<file path="config.mk">
export PLATFORM = sky130hd
export DESIGN_NAME = mem_port_arbiter
export DESIGN_NICKNAME = d
export VERILOG_FILES = /design/src/rtl/mem_port_arbiter_pkg.sv /design/src/rtl/mem_port_arbiter_rr_arb2.sv /design/src/rtl/mem_port_arbiter.sv
export SDC_FILE = /design/constraint.sdc
export NUM_CORES = 1
export LEC_CHECK = 0
export ABC_AREA = 1
export BUFFER_PORTS_ARGS = -buffer_cell sky130_fd_sc_hd__buf_2
export CORE_UTILIZATION = 39
export DETAILED_ROUTE_END_ITERATION = 16
export PLACE_DENSITY = 0.75
export SLEW_MARGIN = 40
export SYNTH_ARGS = -nofsm -noshare
export SYNTH_HDL_FRONTEND = slang
export SYNTH_SLANG_ARGS = --single-unit
</file>
<file path="constraint.sdc">
create_clock -name clk -period 4.1 [get_ports clk]
set_input_delay 1.025 -clock clk [delete_from_list [all_inputs] [get_ports clk]]
set_output_delay 1.025 -clock clk [all_outputs]
set_load 0.02 [all_outputs]
</file>
<file path="src/rtl/mem_port_arbiter_pkg.sv">
// Shared types and constants for the NPC memory-port arbiter.
// Holds FSM states, requester ids and default widths.
package npc_mem_pkg;

    localparam int unsigned ADDR_W_DEF  = 32;
    localparam int unsigned DATA_W_DEF  = 32;
    localparam int unsigned TIMEOUT_DEF = 255;

    localparam logic [31:0] ERR_DATA = 32'hDEAD_BEEF;

    typedef enum logic [1:0] {
        IDLE = 2'd0,
        REQ  = 2'd1,
        WAIT = 2'd2,
        RESP = 2'd3
    } state_e;

    typedef enum logic {
        REQ_IFU = 1'b0,
        REQ_LSU = 1'b1
    } req_id_e;

endpackage

</file>
<file path="src/rtl/mem_port_arbiter_rr_arb2.sv">
// Two-input round-robin picker, purely combinational.
// On a tie the requester that did not win last time is chosen.
module rr_arb2
    import npc_mem_pkg::*;
(
    input  logic    ifu_valid_i,
    input  logic    lsu_valid_i,
    input  req_id_e last_grant_i,
    output logic [1:0] gnt_o,
    output req_id_e gnt_id_o
);

    // Pick the winner, then expand it to a one-hot grant
    always_comb begin
        gnt_id_o = REQ_IFU;
        if (ifu_valid_i && lsu_valid_i) begin
            if (last_grant_i == REQ_IFU) gnt_id_o = REQ_LSU;
        end else if (lsu_valid_i) begin
            gnt_id_o = REQ_LSU;
        end
        gnt_o[0] = (ifu_valid_i || lsu_valid_i) && (gnt_id_o == REQ_IFU);
        gnt_o[1] = (ifu_valid_i || lsu_valid_i) && (gnt_id_o == REQ_LSU);
    end

endmodule

</file>
<file path="src/rtl/mem_port_arbiter.sv">
// Shares one memory port between IFU and LSU, one transaction at a time.
// Round-robin grant, request/response handshake, timeout abort with error.
module mem_port_arbiter
    import npc_mem_pkg::*;
#(
    parameter int ADDR_W      = ADDR_W_DEF,
    parameter int DATA_W      = DATA_W_DEF,
    parameter int TIMEOUT_CYC = TIMEOUT_DEF
) (
    input  logic                clk,
    input  logic                rst,
    input  logic                ifu_req_valid,
    input  logic [ADDR_W-1:0]   ifu_addr,
    output logic                ifu_req_ready,
    output logic                ifu_resp_valid,
    output logic [DATA_W-1:0]   ifu_rdata,
    output logic                ifu_resp_err,
    input  logic                lsu_req_valid,
    input  logic [ADDR_W-1:0]   lsu_addr,
    input  logic                lsu_wen,
    input  logic [DATA_W-1:0]   lsu_wdata,
    input  logic [DATA_W/8-1:0] lsu_wmask,
    output logic                lsu_req_ready,
    output logic                lsu_resp_valid,
    output logic [DATA_W-1:0]   lsu_rdata,
    output logic                lsu_resp_err,
    output logic                mem_req_valid,
    output logic [ADDR_W-1:0]   mem_addr,
    output logic                mem_wen,
    output logic [DATA_W-1:0]   mem_wdata,
    output logic [DATA_W/8-1:0] mem_wmask,
    input  logic                mem_req_ready,
    input  logic                mem_resp_valid,
    input  logic [DATA_W-1:0]   mem_rdata
);

    localparam int CNT_W  = $clog2(TIMEOUT_CYC + 1);
    localparam int MASK_W = DATA_W / 8;
    // Last WAIT cycle: the counter would reach TIMEOUT_CYC on the next edge
    localparam logic [CNT_W-1:0] CNT_LAST = CNT_W'(TIMEOUT_CYC - 1);
    localparam logic [CNT_W-1:0] CNT_MAX  = CNT_W'(TIMEOUT_CYC);

    state_e              state_q, state_d;
    req_id_e             owner_q, owner_d;
    req_id_e             last_q, last_d;
    logic [CNT_W-1:0]    cnt_q, cnt_d;
    logic [ADDR_W-1:0]   addr_q, addr_d;
    logic                wen_q, wen_d;
    logic [DATA_W-1:0]   wdata_q, wdata_d;
    logic [MASK_W-1:0]   wmask_q, wmask_d;
    logic [DATA_W-1:0]   ifu_rdata_q, ifu_rdata_d;
    logic [DATA_W-1:0]   lsu_rdata_q, lsu_rdata_d;
    logic                ifu_err_q, ifu_err_d;
    logic                lsu_err_q, lsu_err_d;

    logic [1:0]          gnt;
    req_id_e             gnt_id;
    logic                fin;
    logic [DATA_W-1:0]   fin_data;
    logic                fin_err;

    rr_arb2 u_arb (
        .ifu_valid_i  (ifu_req_valid),
        .lsu_valid_i  (lsu_req_valid),
        .last_grant_i (last_q),
        .gnt_o        (gnt),
        .gnt_id_o     (gnt_id)
    );

    // Next-state logic for the transaction FSM and its latched fields
    always_comb begin
        state_d     = state_q;
        owner_d     = owner_q;
        last_d      = last_q;
        cnt_d       = cnt_q;
        addr_d      = addr_q;
        wen_d       = wen_q;
        wdata_d     = wdata_q;
        wmask_d     = wmask_q;
        ifu_rdata_d = ifu_rdata_q;
        lsu_rdata_d = lsu_rdata_q;
        ifu_err_d   = ifu_err_q;
        lsu_err_d   = lsu_err_q;
        fin         = 1'b0;
        fin_data    = mem_rdata;
        fin_err     = 1'b0;
        unique case (state_q)
            IDLE: begin
                if (|gnt) begin
                    state_d = REQ;
                    owner_d = gnt_id;
                    last_d  = gnt_id;
                    if (gnt_id == REQ_IFU) begin
                        addr_d  = ifu_addr;
                        wen_d   = 1'b0;
                        wdata_d = '0;
                        wmask_d = '1;
                    end else begin
                        addr_d  = lsu_addr;
                        wen_d   = lsu_wen;
                        wdata_d = lsu_wdata;
                        wmask_d = lsu_wmask;
                    end
                end
            end
            REQ: begin
                if (mem_req_ready) begin
                    state_d = WAIT;
                    cnt_d   = '0;
                end
            end
            WAIT: begin
                if (mem_resp_valid) begin
                    fin = 1'b1;
                end else if (cnt_q >= CNT_LAST) begin
                    fin      = 1'b1;
                    fin_data = DATA_W'(ERR_DATA);
                    fin_err  = 1'b1;
                end else if (cnt_q != CNT_MAX) begin
                    cnt_d = cnt_q + CNT_W'(1);
                end
                if (fin) begin
                    state_d = RESP;
                    if (owner_q == REQ_IFU) begin
                        ifu_rdata_d = fin_data;
                        ifu_err_d   = fin_err;
                    end else begin
                        lsu_rdata_d = fin_data;
                        lsu_err_d   = fin_err;
                    end
                end
            end
            RESP: begin
                state_d = IDLE;
            end
            default: begin
                state_d = IDLE;
            end
        endcase
    end

    // State registers with synchronous reset
    always_ff @(posedge clk) begin
        if (rst) begin
            state_q     <= IDLE;
            owner_q     <= REQ_IFU;
            last_q      <= REQ_LSU;
            cnt_q       <= '0;
            addr_q      <= '0;
            wen_q       <= 1'b0;
            wdata_q     <= '0;
            wmask_q     <= '0;
            ifu_rdata_q <= '0;
            lsu_rdata_q <= '0;
            ifu_err_q   <= 1'b0;
            lsu_err_q   <= 1'b0;
        end else begin
            state_q     <= state_d;
            owner_q     <= owner_d;
            last_q      <= last_d;
            cnt_q       <= cnt_d;
            addr_q      <= addr_d;
            wen_q       <= wen_d;
            wdata_q     <= wdata_d;
            wmask_q     <= wmask_d;
            ifu_rdata_q <= ifu_rdata_d;
            lsu_rdata_q <= lsu_rdata_d;
            ifu_err_q   <= ifu_err_d;
            lsu_err_q   <= lsu_err_d;
        end
    end

    assign ifu_req_ready  = (state_q == IDLE) && gnt[0];
    assign lsu_req_ready  = (state_q == IDLE) && gnt[1];
    assign mem_req_valid  = (state_q == REQ);
    assign mem_addr       = addr_q;
    assign mem_wen        = wen_q;
    assign mem_wdata      = wdata_q;
    assign mem_wmask      = wmask_q;
    assign ifu_resp_valid = (state_q == RESP) && (owner_q == REQ_IFU);
    assign lsu_resp_valid = (state_q == RESP) && (owner_q == REQ_LSU);
    assign ifu_rdata      = ifu_rdata_q;
    assign lsu_rdata      = lsu_rdata_q;
    assign ifu_resp_err   = ifu_err_q;
    assign lsu_resp_err   = lsu_err_q;

endmodule

</file>
# After elaboration in Yosys (flattened, before gate mapping)
# Cells that the tools add are included.
[word_totals] ff_bits=147 input_bits=139 out_inout_bits=140 wordCells=64
[classes] add_sub_neg=1 order_cmp=1 eq_ne=10 n_mux=22 bitwise_logic=2 n_reduce_logical=16
[op_table] cell="$mux W32" n=4
[op_table] cell="$mux W8" n=4
[op_table] cell="$pmux W8 S2" n=1
[op_table] cell="$ne A2 B2 Y1 const B" n=5
[op_table] cell="$reduce_and A3 Y1" n=3
[op_table] cell="$add A8 B1 Y8 const B" n=1
[op_table] cell="$ge A8 B8 Y1 const B" n=1
[op_table] cell="$mux W1" n=8
[op_table] cell="$ne A8 B8 Y1 const B" n=1
[op_table] cell="$pmux W2 S4" n=1
[op_table] cell="$logic_and A1 B1 Y1" n=7
[op_table] cell="$mux W2" n=3
[op_table] cell="$reduce_and A5 Y1" n=1
[op_table] cell="$eq A2 B2 Y1 const B" n=2
[op_table] cell="$mux W4" n=1
[op_table] cell="$eq A2 B1 Y1 const B" n=1
[op_table] cell="$logic_not A2 Y1" n=1
[op_table] cell="$ne A2 B1 Y1 const B" n=1
[op_table] cell="$not A1 Y1" n=2
[op_table] cell="$reduce_and A2 Y1" n=1
[op_table] cell="$reduce_bool A2 Y1" n=1
[op_table] cell="$reduce_or A2 Y1" n=1
[op_table] cell="$logic_or A1 B1 Y1" n=1

# Depth between registers and ports, before layout
[depth] ltp_word=7 depth_mapped=11 mapped_depth_nobuf=10

# Cells and area by module
# A second synthesis with hierarchy kept.
[unflattened] cells_unflattened=916 area_unflattened_um2=6456.2
[modules_own_cells] mod="mem_port_arbiter" n_inst=1 cells_per_inst=910 area_per_inst_um2=6431.2 seq_area_each_um2=2942.8
[modules_own_cells] mod="rr_arb2" n_inst=1 cells_per_inst=6 area_per_inst_um2=25.0 seq_area_each_um2=0.0

# Worst setup path after synthesis
# OpenSTA, ideal clock, no wires.
[synth_timing] path_type="in2out" from="input ifu_req_valid" to="output lsu_req_ready" arrival_ps=1713 required_time_ps=3075 path_slack_ps=1362 cell_stages=5 n_path_buf=2 cell_sequence="nand2_1 nand2_1 nor2_1 buf_2 buf_2"
[synth_between] elab_chain_len=4 elab_cells_between_ends=5 classes_between="mux (1); reduce/logical (4)"
[synth_lines] element="start, declared" line="mem_port_arbiter.sv:12" rtl="input logic ifu_req_valid,"
[synth_lines] element="$logic_and A1 B1 Y1" line="mem_port_arbiter_rr_arb2.sv:16" rtl="if (ifu_valid_i && lsu_valid_i) begin"
[synth_lines] element="$mux W1" line="mem_port_arbiter_rr_arb2.sv:16"
[synth_lines] element="$logic_and A1 B1 Y1 *" line="mem_port_arbiter_rr_arb2.sv:22" rtl="gnt_o[1] = (ifu_valid_i || lsu_valid_i) && (gnt_id_o == REQ_LSU);"
[synth_lines] element="$logic_and A1 B1 Y1 *" line="mem_port_arbiter.sv:174" rtl="assign lsu_req_ready = (state_q == IDLE) && gnt[1];"
[synth_lines] element="end, declared" line="mem_port_arbiter.sv:23" rtl="output logic lsu_req_ready,"
# Mark *: on every way between the ends. The rest lies on a longest branch, timed or not.

# Worst setup path in the final report
[layout_timing] from="register state_q[0]" to="output ifu_req_ready"
[layout_between] elab_chain_len=2
[layout_lines] element="start, declared" line="mem_port_arbiter.sv:43" rtl="state_e state_q, state_d;"
[layout_lines] element="start signal, assigned" line="mem_port_arbiter.sv:158" rtl="state_q <= state_d;"
[layout_lines] element="$logic_not A2 Y1" line="mem_port_arbiter.sv:173" rtl="assign ifu_req_ready = (state_q == IDLE) && gnt[0];"
[layout_lines] element="$logic_and A1 B1 Y1" line="mem_port_arbiter.sv:173"
[layout_lines] element="end, declared" line="mem_port_arbiter.sv:14" rtl="output logic ifu_req_ready,"
# No other way between the ends.

==> results.yml <==
power:
  p_per_area_nw_per_um2: 601.6
  seq_power_share: 0.362
  p_sw_w: 0.001938
  power.internal_w: 0.003038
  leakagePower_nw: 4.097
  ir_drop_v: 0.0003019
  clkPwrFrac: 0.306
  netSwitchingFraction: 0.3894
  p_comb_frac: 0.331
route:
  drc: 0
  dr.pass1.iters: 4
  viasPerCell: 4.732
  post_drt_wl_per_cell_um: 13.52
  wirelength_um: 18300
  ant_nets: 0
  num_vias: 6403
  drt-initial-drc-count: 286
worst_setup_path:
  crit_end: "ifu_req_ready"
  regToRegEndpoint: "ifu_rdata[4]"
  crit_arrival_ns: 1.80
  cp_max_fo: 5
  endpoint_kind: "primary output"
  r2r_start: "owner_q"
  crit_start: "state_q[0]"
  crit_required_ns: 3.07
  ff2ff_setup_slack_ns: 1.65
  path_class: "register to primary output"
  cp-start-kind: "register"
  reg2reg_depth: 6
synthesis:
  postSynthRegisterBits: 147
  synth.avg_cell_area_um2: 7.055
  synth_area_um2: 6230
  yosys-top-cells-count: "276 x nand2_1, 147 x dfxtp_1, 121 x inv_1, 89 x a21oi_1, 62 x nor2_1"
  netlist_top_cells_area: "dfxtp_1 47%, nand2_1 17%, inv_1 7.3%, a21oi_1 7.2%, nand4_1 5.1%"
  netlist.area_leader.share: 0.4724
  async_reset_ff_frac: 0
  synthCells: 883
  yosysWarnings: 0
  synth_nets: 1029
  synth-edff-count: 0
  synth_cell_type_count: 24
  yosys_most_used_dff: "dfxtp_1"
  yosysSeqAreaShare: 0.4724
  yosysMostFrequentCell: "nand2_1"
  synth_top_area_cell: "dfxtp_1"
place:
  dp_hpwl_um: 13070
  globalplace.congestion: 0.8305
  port_buffers: 278
finish:
  final_util: 0.5381
  layout-drive-gt1-share: 0.2892
  fin_nets: 1274
  area_growth_pct: 32.78
clocking:
  cts_tree: "yes"
  cts_resized: 0
  post_cts_buffers: 0
  path_clk_slew_ns: 0.06
  cts-buffers-inserted: 17
  cts_htree_levels: 4
  clock_sinks: 147
  clk_latency_ns: 0.42
  ctsHoldBuffers: 0
  cts_root_buf: "clkbuf_16"
  cts_buffer_depth: 2
floorplanning:
  die_h_um: 128.4
  placementRows: 45
  core_area_um2: 15370
  die_w_um: 128.4
  dieArea_um2: 16480
  start_util: 0.4053
  boundaryPins: 279
timing:
  fin_crit_ns: 2.824
  hold_viol_final: 0
  clock_skew_ns: 0.006955
  relSlewSlack: 0.4750
  fin_tns_setup_ns: 0
  setup_viol: 0
  max_freq_mhz: 354.2
  rsz0062_at_grt: "no"
  timing.final.crit_share: 0.6887
  final_max_slew_viol_count: 0
  worst_pin_slew_ns: 0.7827
global_routing:
  use_met3: 0.05364
  met1_usage: 0.2596
  grt_pass1_vias: 5754
  overflow: 0
  grt_usage: 0.2233
  use_met2: 0.3879
  grt_pass1_wl_um: 28700
  antenna_found_initial: 1
  grt.busiest_layer: "met2"
  grt_start_max_net_pins: 69
hold_path:
  hold_path_class: "register to register"
status:
  outcome: "completed"
run:
  maxCapViolCount: 0
## worst min-delay path by stage
stage                  startpoint             to  slack, ns  cells after the start
floorplan                  last_q         last_q       0.43                      2
global placement     lsu_rdata[1]   lsu_rdata[1]       0.43                      2
detailed placement  lsu_rdata[16]  lsu_rdata[16]       0.43                      2
CTS                 lsu_rdata[16]  lsu_rdata[16]       0.44                      2
global route        ifu_rdata[25]  ifu_rdata[25]       0.45                      2
finish              lsu_rdata[18]  lsu_rdata[18]       0.44                      2
## cells by family after synthesis
group           share of synthesized area
compound gates                     0.1125
simple gates                       0.2820
buf+inv                            0.1177
xor+xnor                         0.001406
flops                              0.4724
fa+ha+maj                         0.01406
## layer usage
| metal | part of all wire | vias up |
|---|---|---|
| li1 | - | 3278 |
| met3 | 0.074 | 30 |
| met5 | 0 | - |
| met2 | 0.49 | 254 |
| met4 | 0.029 | 0 |
| met1 | 0.41 | 2841 |
## power by group through the flow
stage / clock, W / sequential [W] / combinational (W)
6_report: 0.00152 / 0.00180 / 0.00165
2_1_floorplan: 0 / 0.00208 / 0.000894
3_5_place_dp: 0 / 0.00183 / 0.00166
5_1_grt: 0.00161 / 0.00183 / 0.00184
3_3_place_gp: 0 / 0.00183 / 0.00163
4_1_cts: 0.00156 / 0.00181 / 0.00167
## cell usage in the layout (no fill, tap or decap), drive strengths merged
| master | netlist | layout |
|---|---|---|
| nand2 | 280 | 280 |
| a21oi | 89 | 89 |
| ha | 7 | 7 |
| inv | 123 | 129 |
| nand3b | 2 | 2 |
| nor3 | 2 | 2 |
| clkinv | 1 | 5 |
| xnor2 | 1 | 1 |
| o21ai | 11 | 11 |
| clkinvlp | 0 | 3 |
| buf | 33 | 284 |
| nand3 | 14 | 14 |
| clkbuf | 25 | 18 |
| diode | 0 | 1 |
| bufinv | 0 | 1 |
| nand4 | 51 | 51 |
| a31oi | 32 | 32 |
| dfxtp | 147 | 147 |
| nor2 | 65 | 65 |
## registers in the layout, indices dropped and copies added (netlist names)
register and count:
mem_wen 1, ifu_resp_err 1, owner_q 1, lsu_rdata 32, ifu_rdata 32, mem_addr 32
last_q 1, lsu_resp_err 1, mem_wmask 4, mem_wdata 32, state_q 2, cnt_q 8
## through the flow
step | cells | setup WS [ns] | hold slack, ns | total power, W | instance area [um2]
after floorplan | 883 | 1.362 | 0.4287 | 0.002977 | 6230
after global placement | 1320 | 1.306 | 0.4284 | 0.003456 | 7672
after detailed placement | 1320 | 1.232 | 0.4315 | 0.003495 | 7682
after CTS | 1352 | 1.231 | 0.4412 | 0.005035 | 8265
after global routing | 1353 | 1.123 | 0.4544 | 0.005286 | 8272
final | 1353 | 1.276 | 0.4391 | 0.004976 | 8272
## final cells by class
type | instances | area (um2)
Inverter | 124 | 466.7
Antenna cell | 1 | 2.502
Tap cell | 211 | 264.0
Sequential cell | 147 | 2943
Clock buffer | 18 | 439.2
Fill cell | 1525 | 7099
Multi-Input combinational cell | 554 | 2574
Clock inverter | 14 | 143.9
Timing Repair Buffer | 284 | 1439
## critical path, stage by stage, from the launching register on
cell and delay [ns]:
dfxtp_1 0.34, inv_1 0.15, ha_1 0.20, inv_1 0.09, nor2_2 0.21, inv_2 0.06, nor2_2 0.14, buf_2 0.19
(Power assumes the default switching activity.)
